--- src/rtl/alu_arbiter.sv ---
// Two-requester round-robin front end for a shared external ALU.
// Each accepted request runs IDLE -> EXEC (grant) -> DONE (response), one op per 3 cycles.
module alu_arbiter #(
  parameter int unsigned DATA_W = 8
) (
  input  logic              clk,
  input  logic              rst_n,
  input  logic              req0,
  input  logic              req1,
  input  logic              src0,
  input  logic              src1,
  input  logic [DATA_W-1:0] opa0,
  input  logic [DATA_W-1:0] opa1,
  input  logic [DATA_W-1:0] imm0,
  input  logic [DATA_W-1:0] imm1,
  output logic              gnt0,
  output logic              gnt1,
  output logic              alu_src,
  output logic [DATA_W-1:0] alu_opa,
  output logic [DATA_W-1:0] alu_imm,
  input  logic [DATA_W-1:0] alu_result,
  output logic              rsp_valid0,
  output logic              rsp_valid1,
  output logic [DATA_W-1:0] rsp_data,
  output logic              busy
);

  typedef enum logic [1:0] {IDLE, EXEC, DONE} state_t;

  typedef struct packed {
    logic              src;
    logic [DATA_W-1:0] opa;
    logic [DATA_W-1:0] imm;
  } op_t;

  state_t            state_q, state_d;
  logic              win_q, win_d;
  logic              last_q, last_d;
  logic              pick;
  op_t               op_d;
  logic              gnt0_d, gnt1_d, rv0_d, rv1_d, busy_d;
  logic [DATA_W-1:0] data_d;

  // Next-state, arbitration and next-output logic.
  always_comb begin
    state_d = state_q;
    win_d   = win_q;
    last_d  = last_q;
    pick    = 1'b0;
    op_d    = '{src: alu_src, opa: alu_opa, imm: alu_imm};
    gnt0_d  = 1'b0;
    gnt1_d  = 1'b0;
    rv0_d   = 1'b0;
    rv1_d   = 1'b0;
    data_d  = rsp_data;
    unique case (state_q)
      IDLE: begin
        if (req0 || req1) begin
          // On a tie the requester that was not granted last wins.
          pick    = (req0 && req1) ? ~last_q : req1;
          state_d = EXEC;
          win_d   = pick;
          last_d  = pick;
          op_d    = pick ? '{src: src1, opa: opa1, imm: imm1}
                         : '{src: src0, opa: opa0, imm: imm0};
          gnt0_d  = ~pick;
          gnt1_d  = pick;
        end
      end
      EXEC: begin
        state_d = DONE;
        data_d  = alu_result;
        rv0_d   = ~win_q;
        rv1_d   = win_q;
      end
      DONE: begin
        state_d = IDLE;
      end
      default: begin
        state_d = IDLE;
      end
    endcase
    busy_d = (state_d != IDLE);
  end

  // State and registered outputs.
  always_ff @(posedge clk or negedge rst_n) begin
    if (!rst_n) begin
      state_q    <= IDLE;
      win_q      <= 1'b0;
      last_q     <= 1'b1;
      gnt0       <= 1'b0;
      gnt1       <= 1'b0;
      rsp_valid0 <= 1'b0;
      rsp_valid1 <= 1'b0;
      rsp_data   <= '0;
      alu_src    <= 1'b0;
      alu_opa    <= '0;
      alu_imm    <= '0;
      busy       <= 1'b0;
    end else begin
      state_q    <= state_d;
      win_q      <= win_d;
      last_q     <= last_d;
      gnt0       <= gnt0_d;
      gnt1       <= gnt1_d;
      rsp_valid0 <= rv0_d;
      rsp_valid1 <= rv1_d;
      rsp_data   <= data_d;
      alu_src    <= op_d.src;
      alu_opa    <= op_d.opa;
      alu_imm    <= op_d.imm;
      busy       <= busy_d;
    end
  end

endmodule
--- config.mk ---
export PLATFORM = sky130hd
export DESIGN_NAME = alu_arbiter
export DESIGN_NICKNAME = d
export VERILOG_FILES = /design/src/rtl/alu_arbiter.sv
export SDC_FILE = /design/constraint.sdc
export NUM_CORES = 1
export LEC_CHECK = 0
export CORE_ASPECT_RATIO = 1.5
export CORE_UTILIZATION = 38
export DETAILED_ROUTE_END_ITERATION = 10
export PLACE_DENSITY = 0.91
export SYNTH_ARGS = -nofsm -noshare
export SYNTH_HDL_FRONTEND = slang
export SYNTH_SLANG_ARGS = --single-unit
--- constraint.sdc ---
create_clock -name clk -period 1.8 [get_ports clk]
set_clock_uncertainty 0.15 [all_clocks]
set_input_delay 0.36 -clock clk [delete_from_list [all_inputs] [get_ports clk]]
set_output_delay 0.36 -clock clk [all_outputs]
set_load 0.05 [all_outputs]
==> impl_metrics.toml <==
[outcome]
status = "complete, no violations"

[power_and_ir_drop]
p_leak_nw = 1.04
ir_worst_vdd_mv = 1.35
p_per_area_mw_per_mm2 = 2100

[cts]
clock_latency_ps = 280
postCtsHoldBufs = 0
cts_tree = "yes"
clk_pin_slew_ps = 70
cts_root_buf = "clkbuf_8"
cts_buffers = 5
post-cts-setup-buffer-count = 0
h-tree-depth = 2
clockBufferDepth = 2
ctsResizeCount = 0
cts_sinks = 34

[die]
die_area_mm2 = 0.00390
boundaryPins = 76
core_area_mm2 = 0.00345
initial_utilization = 0.402
die_w_um = 51.3
die_h_um = 76.0
placement_rows = 26

[timing]
finalHoldViolCount = 0
max_freq_ghz = 0.633
tns_ps = 0
fin_worst_hold_slack_ps = 278
final.setup.worst_slack_ps = 221
period_share = 0.877
drv_slew = 0
setup_viol = 0
relSlewSlack = 0.649
tightest_slew_ps = 527
rsz0062_at_grt = "false"
period_needed_ps = 1580

[routing]
met1_length_mm = 1.34
wl_mm = 3.49
wl_met3_um = 191
first_pass_iters = 4
vias = 1195
wl_per_cell_um = 14.7
vias_per_cell = 5.02
highest_layer = "met4"
drt_iter0_markers = 16
drc = 0
antenna_left = 0
met2_wirelength_mm = 1.89

[synthesis]
seq_area_frac_synth = 0.615
yosys_warnings = 0
syn_area_per_cell_um2 = 12.2
syn_area_mm2 = 0.00139
syn-num-nets = 160
ys_ff_latch = 34
synthCells = 114
yosysUniqueCellTypes = 24

[place]
post-place-ws_ps = -75.1
gp_congestion = 0.726
dp.final_hpwl_mm = 2.66
portBuffers = 75
dp.cells = 230

[worst_setup_path]
critPathMaxFanout = 13
crit_required_ps = 1810
slowest_delay_ps = 490
critPathKind = "input pin to flip-flop"
cp-start-kind = "input pin"
crit_path_top_delay_cell = "clkdlybuf4s50_1"
crit_arrival_ps = 1590
crit_path_end_kind = "flip-flop"
crit_chain = "clkdlybuf4s50_1 -> or2_1 -> nand2_1 -> buf_12 -> a221o_1"

[grt]
grt_pass1_wl_mm = 5.73
antenna_found_initial = 0
grt_max_degree = 35
grt_overflow = 0
grt.total_usage = 0.200
grt_pass1_vias = 1262

[final_layout]
utilization = 0.641
mostFrequentLayoutCells = "clkdlybuf4s50_1 (45), buf_4 (35), dfrtp_1 (33)"
nNetsFinal = 241
final-seq-area_um2 = 852
synthToLayoutAreaGrowth_pct = 59.4
multi_input_area_um2 = 470
diodes = 0
fillCellCount = 288
layout-drive-gt1-share = 0.276
final_cells = 238
final_common_cell = "clkdlybuf4s50_1"

[min_path]
min-delay-path-class = "flip-flop to flip-flop"

[run]
drv_cap = 0
==> registers in the layout, summed over array words and instances, names as in the netlist <==
name	cells
busy	1
rsp_data	8
win_q	1
alu_src	1
gnt0	1
rsp_valid0	1
state_q	2
alu_opa	8
gnt1	1
alu_imm	8
last_q	1
rsp_valid1	1
==> routing by layer <==
| metal | track usage | vias up |
|---|---|---|
| li1 | - | 571 |
| met1 | 0.222 | 566 |
| met2 | 0.351 | 53 |
| met3 | 0.0479 | 5 |
| met4 | 0.0892 | 0 |
| met5 | 0 | - |
==> final cells by class <==
type                            count  area share
Inverter                            3     0.00510
Clock buffer                        8      0.0408
Tap cell                           42      0.0238
Sequential cell                    34       0.386
Multi-Input combinational cell     70       0.213
Timing Repair Buffer               81       0.332
==> Yosys cell counts <==
| library cell | count | area share |
|---|---|---|
| nor2_1 | 3 | 0.0081 |
| or2_1 | 1 | 0.0045 |
| o22ai_1 | 1 | 0.0045 |
| a21boi_1 | 1 | 0.0054 |
| mux2_1 | 1 | 0.0081 |
| dfstp_2 | 1 | 0.019 |
| a21o_1 | 1 | 0.0054 |
| a221o_1 | 10 | 0.072 |
| nor2_2 | 1 | 0.0045 |
| or2_2 | 1 | 0.0045 |
| buf_2 | 3 | 0.011 |
| inv_1 | 2 | 0.0054 |
| buf_6 | 3 | 0.024 |
| dfrtp_1 | 33 | 0.60 |
| a21bo_1 | 1 | 0.0072 |
| and3_4 | 1 | 0.0081 |
| and3_1 | 10 | 0.045 |
| nand2_1 | 16 | 0.043 |
| inv_2 | 1 | 0.0027 |
| clkbuf_1 | 1 | 0.0027 |
| a21oi_1 | 7 | 0.025 |
| a31oi_1 | 7 | 0.032 |
| mux2_2 | 7 | 0.057 |
| nand2b_1 | 1 | 0.0045 |
==> critical path: cells and delay by family <==
family	cells	cell delay, ps
buffers and inverters	2	640
AOI/OAI and AO/OA	1	340
and+or+nand+nor	2	240
==> final timing paths <==
check                       start     endpoint  slack (ps)  cells past startpoint
setup / recovery             req0   alu_opa[5]         220                      5
hold / removal              win_q   rsp_valid0         280                      1
setup reg to reg           last_q   alu_opa[5]         290                      4
hold reg to reg             win_q   rsp_valid0         280                      1
max in group asynchronous   rst_n       last_q         820                      2
min in group asynchronous   rst_n  rsp_data[7]         340                      2
==> report_power, final <==
part | switching [mW] | leakage, nW | internal, mW
sequential | 0.206 | 0.406 | 1.15
combinational | 1.76 | 0.593 | 0.957
clock | 0.256 | 0.0455 | 0.312
total | 2.22 | 1.04 | 2.42
==> through the flow <==
step	area [um^2]	total power, mW
finish	2210	4.64
global route	2210	4.88
CTS	2210	4.69
detailed placement	2120	4.11
global placement	2120	4.03
floorplan	1390	3.22
==> logic make-up (layout without fill, tap and decap cells) <==
family | after synthesis | count (layout) | share of synthesized area
muxes | 8 | 8 | 0.0650
DFF | 34 | 34 | 0.615
AOI/OAI and AO/OA | 28 | 28 | 0.152
buffers and inverters | 10 | 92 | 0.0460
and+or+nand+nor | 34 | 34 | 0.123
Note: power is estimated with default switching activity, not from simulation.
